[src/rtl/gray_hazard_scanner_if.sv]
// Bus between the test sequencer / block under test (master) and the hazard scanner (slave).
interface gray_hazard_scanner_if #(
  parameter int unsigned M = 3,
  parameter int unsigned C = 1
);
  localparam int unsigned CW = (C > 1) ? $clog2(C) : 1;

  logic          start;
  logic [M-1:0]  dutIn;
  logic [C-1:0]  dutOut;
  logic          busy;
  logic          done;
  logic          hazard;
  logic [C-1:0]  hazardMask;
  logic [M:0]    firstStep;
  logic [CW-1:0] firstChan;

  modport master (
    output start, dutOut,
    input  dutIn, busy, done, hazard, hazardMask, firstStep, firstChan
  );

  modport slave (
    input  start, dutOut,
    output dutIn, busy, done, hazard, hazardMask, firstStep, firstChan
  );
endinterface

[src/rtl/gray_hazard_scanner.sv]
// Gray-code up/down stimulus walk with per-channel oversampled glitch detection.
// Optional HAZARD_SYNC_EN adds a 2-flop synchronizer ahead of the sample register.
module gray_hazard_scanner #(
  parameter int unsigned M    = 3,
  parameter int unsigned C    = 1,
  parameter int unsigned HOLD = 8
) (
  input  logic                  clk,
  input  logic                  rst_n,
  gray_hazard_scanner_if.slave  bus_if
);
  localparam int unsigned N  = 1 << M;
  localparam int unsigned S  = 2 * N - 1;
  localparam int unsigned SW = M + 1;
  localparam int unsigned CW = (C > 1) ? $clog2(C) : 1;
  localparam int unsigned HW = 8;
`ifdef HAZARD_SYNC_EN
  localparam int unsigned LAT = 3;
`else
  localparam int unsigned LAT = 1;
`endif

  typedef enum logic [1:0] {IDLE, SCAN, DRAIN} state_t;

  state_t        state_q;
  logic [HW-1:0] hold_q;
  logic [SW-1:0] step_q;
  logic [M-1:0]  dut_in_q;
  logic          busy_q;
  logic          done_q;
  logic          hazard_q;
  logic [C-1:0]  mask_q;
  logic [SW-1:0] first_step_q;
  logic [CW-1:0] first_chan_q;

  // Data and step tags travel together so each sample knows its window.
  logic [C-1:0]  samp_q      [LAT];
  logic          tag_vld_q   [LAT];
  logic          tag_first_q [LAT];
  logic [SW-1:0] tag_step_q  [LAT];
  logic [C-1:0]  prev_q;
  logic [1:0]    edge_cnt_q  [C];
  logic [1:0]    edge_cnt_d  [C];

  logic [C-1:0]  sample_c;
  logic [C-1:0]  hit_c;
  logic          any_hit_c;
  logic [CW-1:0] hit_chan_c;
  logic [SW-1:0] step_nxt_c;
  logic [M-1:0]  idx_nxt_c;
  logic [M-1:0]  code_nxt_c;

  // Per-channel saturating edge count within the current window.
  always_comb begin
    sample_c   = samp_q[LAT-1];
    hit_c      = '0;
    hit_chan_c = '0;
    for (int c = 0; c < int'(C); c++) begin
      edge_cnt_d[c] = edge_cnt_q[c];
      if (tag_vld_q[LAT-1]) begin
        if (tag_first_q[LAT-1]) edge_cnt_d[c] = 2'd0;
        if ((sample_c[c] != prev_q[c]) && (edge_cnt_d[c] != 2'd3))
          edge_cnt_d[c] = edge_cnt_d[c] + 2'd1;
        hit_c[c] = edge_cnt_d[c][1];
      end
    end
    for (int c = int'(C) - 1; c >= 0; c--) begin
      if (hit_c[c]) hit_chan_c = CW'(c);
    end
    any_hit_c = |hit_c;
  end

  // Next code: ascend through g(0..N-1), then fold back down to g(0).
  always_comb begin
    step_nxt_c = step_q + SW'(1);
    if (step_nxt_c < SW'(N)) idx_nxt_c = step_nxt_c[M-1:0];
    else                     idx_nxt_c = M'(SW'(2 * N - 2) - step_nxt_c);
    code_nxt_c = idx_nxt_c ^ (idx_nxt_c >> 1);
  end

  always_ff @(posedge clk or negedge rst_n) begin
    if (!rst_n) begin
      state_q      <= IDLE;
      hold_q       <= '0;
      step_q       <= '0;
      dut_in_q     <= '0;
      busy_q       <= 1'b0;
      done_q       <= 1'b0;
      hazard_q     <= 1'b0;
      mask_q       <= '0;
      first_step_q <= '0;
      first_chan_q <= '0;
      prev_q       <= '0;
      for (int i = 0; i < int'(LAT); i++) begin
        samp_q[i]      <= '0;
        tag_vld_q[i]   <= 1'b0;
        tag_first_q[i] <= 1'b0;
        tag_step_q[i]  <= '0;
      end
      for (int c = 0; c < int'(C); c++) edge_cnt_q[c] <= 2'd0;
    end else begin
      done_q         <= 1'b0;
      samp_q[0]      <= bus_if.dutOut;
      tag_vld_q[0]   <= (state_q == SCAN);
      tag_first_q[0] <= (hold_q == '0);
      tag_step_q[0]  <= step_q;
      for (int i = 1; i < int'(LAT); i++) begin
        samp_q[i]      <= samp_q[i-1];
        tag_vld_q[i]   <= tag_vld_q[i-1];
        tag_first_q[i] <= tag_first_q[i-1];
        tag_step_q[i]  <= tag_step_q[i-1];
      end
      prev_q <= sample_c;
      for (int c = 0; c < int'(C); c++) edge_cnt_q[c] <= edge_cnt_d[c];

      if (any_hit_c) begin
        mask_q   <= mask_q | hit_c;
        hazard_q <= 1'b1;
        if (!hazard_q) begin
          first_step_q <= tag_step_q[LAT-1];
          first_chan_q <= hit_chan_c;
        end
      end

      case (state_q)
        IDLE: begin
          if (bus_if.start) begin
            state_q      <= SCAN;
            busy_q       <= 1'b1;
            step_q       <= '0;
            hold_q       <= '0;
            dut_in_q     <= '0;
            hazard_q     <= 1'b0;
            mask_q       <= '0;
            first_step_q <= '0;
            first_chan_q <= '0;
            for (int c = 0; c < int'(C); c++) edge_cnt_q[c] <= 2'd0;
          end
        end
        SCAN: begin
          if (hold_q == HW'(HOLD - 1)) begin
            hold_q <= '0;
            if (step_q == SW'(S - 1)) begin
              state_q <= DRAIN;
            end else begin
              step_q   <= step_nxt_c;
              dut_in_q <= code_nxt_c;
            end
          end else begin
            hold_q <= hold_q + HW'(1);
          end
        end
        DRAIN: begin
          // Wait for the last window's samples to clear the pipeline.
          if (hold_q == HW'(LAT - 1)) begin
            hold_q  <= '0;
            step_q  <= '0;
            state_q <= IDLE;
            busy_q  <= 1'b0;
            done_q  <= 1'b1;
          end else begin
            hold_q <= hold_q + HW'(1);
          end
        end
        default: state_q <= IDLE;
      endcase
    end
  end

  assign bus_if.dutIn      = dut_in_q;
  assign bus_if.busy       = busy_q;
  assign bus_if.done       = done_q;
  assign bus_if.hazard     = hazard_q;
  assign bus_if.hazardMask = mask_q;
  assign bus_if.firstStep  = first_step_q;
  assign bus_if.firstChan  = first_chan_q;
endmodule

[src/flat_wrapper.sv]
// flat-port wrapper written by rule: the top's interface ports become plain ports
module gray_hazard_scanner_flat 
#(
  parameter int unsigned M    = 3,
  parameter int unsigned C    = 1,
  parameter int unsigned HOLD = 8
)
  (clk, rst_n, bus_if_start, bus_if_dutOut, bus_if_dutIn, bus_if_busy, bus_if_done, bus_if_hazard, bus_if_hazardMask, bus_if_firstStep, bus_if_firstChan);
  gray_hazard_scanner_if #(.M(M), .C(C)) bus_if_i ();
  input  logic clk;
  input  logic rst_n;
  input wire logic [$bits(bus_if_i.start)-1:0] bus_if_start;
  input wire logic [$bits(bus_if_i.dutOut)-1:0] bus_if_dutOut;
  output wire logic [$bits(bus_if_i.dutIn)-1:0] bus_if_dutIn;
  output wire logic [$bits(bus_if_i.busy)-1:0] bus_if_busy;
  output wire logic [$bits(bus_if_i.done)-1:0] bus_if_done;
  output wire logic [$bits(bus_if_i.hazard)-1:0] bus_if_hazard;
  output wire logic [$bits(bus_if_i.hazardMask)-1:0] bus_if_hazardMask;
  output wire logic [$bits(bus_if_i.firstStep)-1:0] bus_if_firstStep;
  output wire logic [$bits(bus_if_i.firstChan)-1:0] bus_if_firstChan;
  assign bus_if_i.start = bus_if_start;
  assign bus_if_i.dutOut = bus_if_dutOut;
  assign bus_if_dutIn = bus_if_i.dutIn;
  assign bus_if_busy = bus_if_i.busy;
  assign bus_if_done = bus_if_i.done;
  assign bus_if_hazard = bus_if_i.hazard;
  assign bus_if_hazardMask = bus_if_i.hazardMask;
  assign bus_if_firstStep = bus_if_i.firstStep;
  assign bus_if_firstChan = bus_if_i.firstChan;
  gray_hazard_scanner #(.M(M), .C(C), .HOLD(HOLD)) u_core (.clk(clk), .rst_n(rst_n), .bus_if(bus_if_i));
endmodule
[config.mk]
export PLATFORM = sky130hd
export DESIGN_NAME = gray_hazard_scanner_flat
export DESIGN_NICKNAME = d
export VERILOG_FILES = /design/src/rtl/gray_hazard_scanner_if.sv /design/src/rtl/gray_hazard_scanner.sv /design/src/flat_wrapper.sv
export SDC_FILE = /design/constraint.sdc
export NUM_CORES = 1
export LEC_CHECK = 0
export CORE_MARGIN = 2
export CORE_UTILIZATION = 50
export DETAILED_ROUTE_END_ITERATION = 10
export PLACE_DENSITY = 0.7
export SYNTH_ARGS = -nofsm -noshare
export SYNTH_HDL_FRONTEND = slang
export SYNTH_SLANG_ARGS = --single-unit
[constraint.sdc]
create_clock -name clk -period 2.3 [get_ports clk]
set_input_delay 0.23 -clock clk [delete_from_list [all_inputs] [get_ports clk]]
set_output_delay 0.23 -clock clk [all_outputs]
set_load 0.01 [all_outputs]
======== Yosys cells after proc, flatten, opt, wreduce, memory -nomap -nowiden ========
Cells that the tools add are included.
storage, ports and cells
  register bits after elaboration ......... 36
  logic and storage cells ................. 90
cells by class
  reduce and logical (&&, ||, !) cells .... 11
  bitwise logic cells ..................... 2
  magnitude comparators ................... 1
  add/subtract/negate cells ............... 4
  eq/ne operators ......................... 11
  mux-type cells .......................... 45
operators by type and width
  cell                 count
  $mux 4               8
  $mux 8               3
  $pmux 8 s3           1
  $mux 2               10
  $mux 1               15
  $mux 3               4
  $pmux 4 s3           1
  $ne 2x2->1 const B   5
  $add 8x1->8 const B  1
  $eq 8x3->1 const B   1
  $logic_not 8->1      1
  $reduce_and 4->1     2
  $pmux 2 s3           1
  $pmux 3 s2           1
  $reduce_and 5->1     1
  $add 4x1->4 const B  1
  $eq 4x4->1 const B   1
  $lt 4x4->1 const B   1
  $reduce_bool 2->1    2
  $reduce_and 3->1     1
  $reduce_bool 3->1    1
  $sub 3x3->3 const A  1
  $xor 3x2->3          1
  $add 2x1->2 const B  1
  9 further kinds      9

======== Logic depth before layout (Yosys ltp) ========
  depth in word-level cells ............... 10
  depth in mapped cells ................... 8

======== Worst setup path after synthesis ========
Ideal clock, no wire load.
  path type ............................... register -> register
  start point ............................. reg u_core.state_q[0]
  end point ............................... reg u_core.hold_q[5]
  setup time .............................. 64 ps
  data required time ...................... 2236 ps
  slack ................................... 568 ps
  cell stages (with the launch flop) ...... 9
  path buffers ............................ 1
  period minus slack after synthesis ...... 1732 ps
  arrival time ............................ 1668 ps
  path through ............................ dfrtp_1 -> inv_1 -> ha_1 -> nand2b_1 -> nand2b_1 -> clkbuf_1 -> or3_1 -> a21oi_1 -> a21o_1
on the way
  longest elaborated chain between the ends .. 3
RTL lines
  element                                                           RTL line                    text
  start: declaration                                                gray_hazard_scanner.sv:25   state_t state_q;
  start signal: assignment                                          gray_hazard_scanner.sv:83   state_q <= IDLE;
  start signal: assignment                                          gray_hazard_scanner.sv:128  state_q <= SCAN;
  start signal: assignment                                          gray_hazard_scanner.sv:144  state_q <= DRAIN;
  $eq 2x2->1, or another cell as far along                          gray_hazard_scanner.sv:125  case (state_q)
  $reduce_bool 3->1 (no source line) or $ne 2x2->1 (tied branches)  --
  $reduce_and 2->1 (no source line)                                 --
  end signal: assignment                                            gray_hazard_scanner.sv:150  hold_q <= hold_q + HW'(1);
  end signal: assignment                                            gray_hazard_scanner.sv:162  hold_q <= hold_q + HW'(1);
  end: declaration                                                  gray_hazard_scanner.sv:26   logic [HW-1:0] hold_q;
Several ways; a longest one is shown, not always the timed one.
A chain may end at the register's enable or synchronous reset.

======== Final worst setup path ========
Ends and elaborated chain as after synthesis.

==> out/qor.yml <==
status: "completed"
dieWidth_um: 65.35
die_y_um: 65.35
critPathLaunchType: "flip-flop"
end_kind: "flip-flop"
vias_per_cell: 5.542
cts_tree: "built"
synthAdderAreaFrac_pct: 7.314
final.fill_count: 316
antenna_found_initial: 0
synth_edf_count: 0
ys_ff_latch: 36
report.power.total_mw: 1.986
grt_setup_unrepaired: "false"
core-area_um2: 3633
holdBufCountCts: 0
synth_xor_area_share_pct: 3.723
final-hold-violation-count: 0
critPathKind: "reg -> reg"
syn_nets: 198
power.density_nw_per_um2: 917.3
synth_top_family_by_area: "simple AND/OR/NAND/NOR gates"
grt_pass1_wl_mm: 6.251
ys_seq_area_share_pct: 47.87
syn_to_final_growth_pct: 15.03
num_rows: 22
finalCritPeriodShare_pct: 85.52
cts_buffer_depth: 2
syn_inst: 183
yosys-mux-area-fraction_pct: 4.521
postCtsSetupRepairBufs: 0
max_stage_delay_ns: 0.44
drt-total-wl_mm: 3.539
finalSetupTns_ns: 0
grt_max_degree: 37
grt_use_total_pct: 19.51
clock_skew_ns: 0.007130
critical_path.slowest_cell: "or3_1"
worstPathRequired_ns: 2.52
synthSimpleGateAreaFrac_pct: 20.74
arrival_ns: 2.19
cts_sinks: 36
firstDrtPassIters: 4
n_antenna_cell: 0
post_synth.cell_area_avg_um2: 10.28
synth_compound_area_share_pct: 13.56
ys_types: 42
htree_levels: 2
vias: 1391
final_common_cell: "dfrtp_1"
synth_area_um2: 1882
pin_count: 16
insertion_delay_ns: 0.28
max_freq_mhz: 508.4
clk_pin_slew_worst_paths_ns: 0.07
hold_class: "in -> async"
ys.flop_type: "dfrtp_1"
wl_per_cell_um: 14.10
gp_congestion: 0.8495
cp_cell_sequence: "inv_1 > ha_1 > nand2b_1 > nand2b_1 > or3_1 > a21oi_1 > a21o_1"
final_area_um2: 2165
path_delay_family: "simple AND/OR/NAND/NOR gates"
drv_slew: 0
setup_viol: 0
finalCriticalPeriod_ns: 1.967
ys_warn_count: 0
place_area_um2: 2087
max_slew_margin_pct: 70.81
final_cell_mix: "dfrtp_1, nand2_1, nor2_1"
path_buf_inv: 1
holdWs_ns: 0.3709
crit_fanout: 11
portBuffers: 15
drive_gt1_share_pct: 8.867
layout.nets: 218
synthArstFlopShare_pct: 100.0
cts_inserted_buffers: 5
grt_pass1_vias: 1361
drv_cap: 0
worst_slew_pin_slew_ns: 0.4293
cts_root_buffer: "clkbuf_8"
cts-resized-gates: 0
drtIter0Drc: 64
grt.overflow.total: 0
ant_nets: 0
dieArea_um2: 4271
drcViolationCount: 0
peakVddDrop_mv: 0.3680
initial_core_util_pct: 51.79
p_leak_nw: 0.9975
crit_path_frequent_cell: "nand2b_1"
hpwl_mm: 2.635
==> synthesized netlist by cell type, types with 2 or more instances <==
| master | n | area (um^2) |
|---|---|---|
| clkbuf_1 | 2 | 7.510 |
| and3_1 | 5 | 31.28 |
| nor3_4 | 2 | 32.53 |
| nand2_1 | 18 | 67.56 |
| nor3b_1 | 2 | 15.01 |
| inv_1 | 8 | 30.03 |
| dfrtp_1 | 36 | 900.9 |
| o21a_1 | 3 | 22.52 |
| o22ai_1 | 2 | 12.51 |
| nand2b_1 | 4 | 25.02 |
| xor2_1 | 3 | 26.28 |
| a21oi_1 | 7 | 35.03 |
| nor2_1 | 17 | 63.81 |
| nand3_1 | 6 | 30.03 |
| o21ai_0 | 13 | 65.06 |
| ha_1 | 11 | 137.6 |
| o2bb2ai_1 | 2 | 17.52 |
| nor2b_1 | 6 | 37.54 |
| xnor2_1 | 5 | 43.79 |
| or3_1 | 2 | 12.51 |
| a31oi_1 | 3 | 18.77 |
| mux2i_1 | 6 | 60.06 |
==> per-stage QoR <==
stage / worst slack [ns] / instances / utilization, %
global placement: 0.4121 / 244 / 57.44
CTS: 0.3485 / 251 / 59.57
detailed placement: 0.3274 / 244 / 57.44
floorplan: 0.5676 / 183 / -
global route: 0.1690 / 251 / 59.57
finish: 0.3329 / 251 / 59.57
==> cell type report <==
| cell class | count | area, um^2 | share of cell area, % |
|---|---|---|---|
| Clock buffer | 6 | 72.57 | 3.353 |
| Clock inverter | 1 | 5.005 | 0.2312 |
| Inverter | 8 | 30.03 | 1.387 |
| Multi-Input combinational cell | 136 | 938.4 | 43.35 |
| Sequential cell | 36 | 900.9 | 41.62 |
| Tap cell | 48 | 60.06 | 2.775 |
| Timing Repair Buffer | 16 | 157.7 | 7.283 |
==> worst paths after layout <==
kind,startpoint,to,slack (ns),depth (start not counted)
max,u_core.state_q[0],u_core.hold_q[5],0.33,7
min,rst_n,u_core.bus_if.firstStep[2],0.37,2
max reg2reg,u_core.state_q[0],u_core.hold_q[5],0.33,7
min reg2reg,u_core.samp_q,u_core.prev_q,0.39,0
max in group asynchronous,rst_n,u_core.prev_q,1.61,2
min in group clk,u_core.samp_q,u_core.prev_q,0.39,0
==> metal layers <==
layer,share of wire (%),track usage (%),vias up
met1,46,23.79,660
met2,47,32.91,44
li1,-,-,677
met3,4.3,4.966,10
met5,0,0,-
met4,2.2,8.073,0
==> worst reg2reg max path, stage by stage, from the launching register on <==
cell and delay [ns]:
dfrtp_1 0.41, inv_1 0.10, ha_1 0.26, nand2b_1 0.16, nand2b_1 0.27, or3_1 0.44
a21oi_1 0.18, a21o_1 0.10
==> cells by family after synthesis <==
family,Yosys count
multiplexers,8
flip-flops,36
adder cells (fa/ha/maj),11
AND/OR/NAND/NOR,70
XOR/XNOR,8
AO/OA/AOI/OAI,39
buffers and inverters,11
==> power breakdown <==
part	internal, mW	switching (mW)	leakage (nW)
clock network	0.206	0.206	0.0410
registers	0.736	0.105	0.478
logic	0.312	0.420	0.479
total	1.25	0.732	0.998
==> sequential cells by signal, indices dropped and copies added, names as in the netlist, 2 cells and up <==
signal                   flops
u_core.bus_if.firstStep      4
u_core.tag_step_q            4
u_core.step_q                4
u_core.edge_cnt_q            2
u_core.bus_if.dutIn          3
u_core.hold_q                8
u_core.state_q               2
Note: power is estimated with default switching activity, not from simulation.
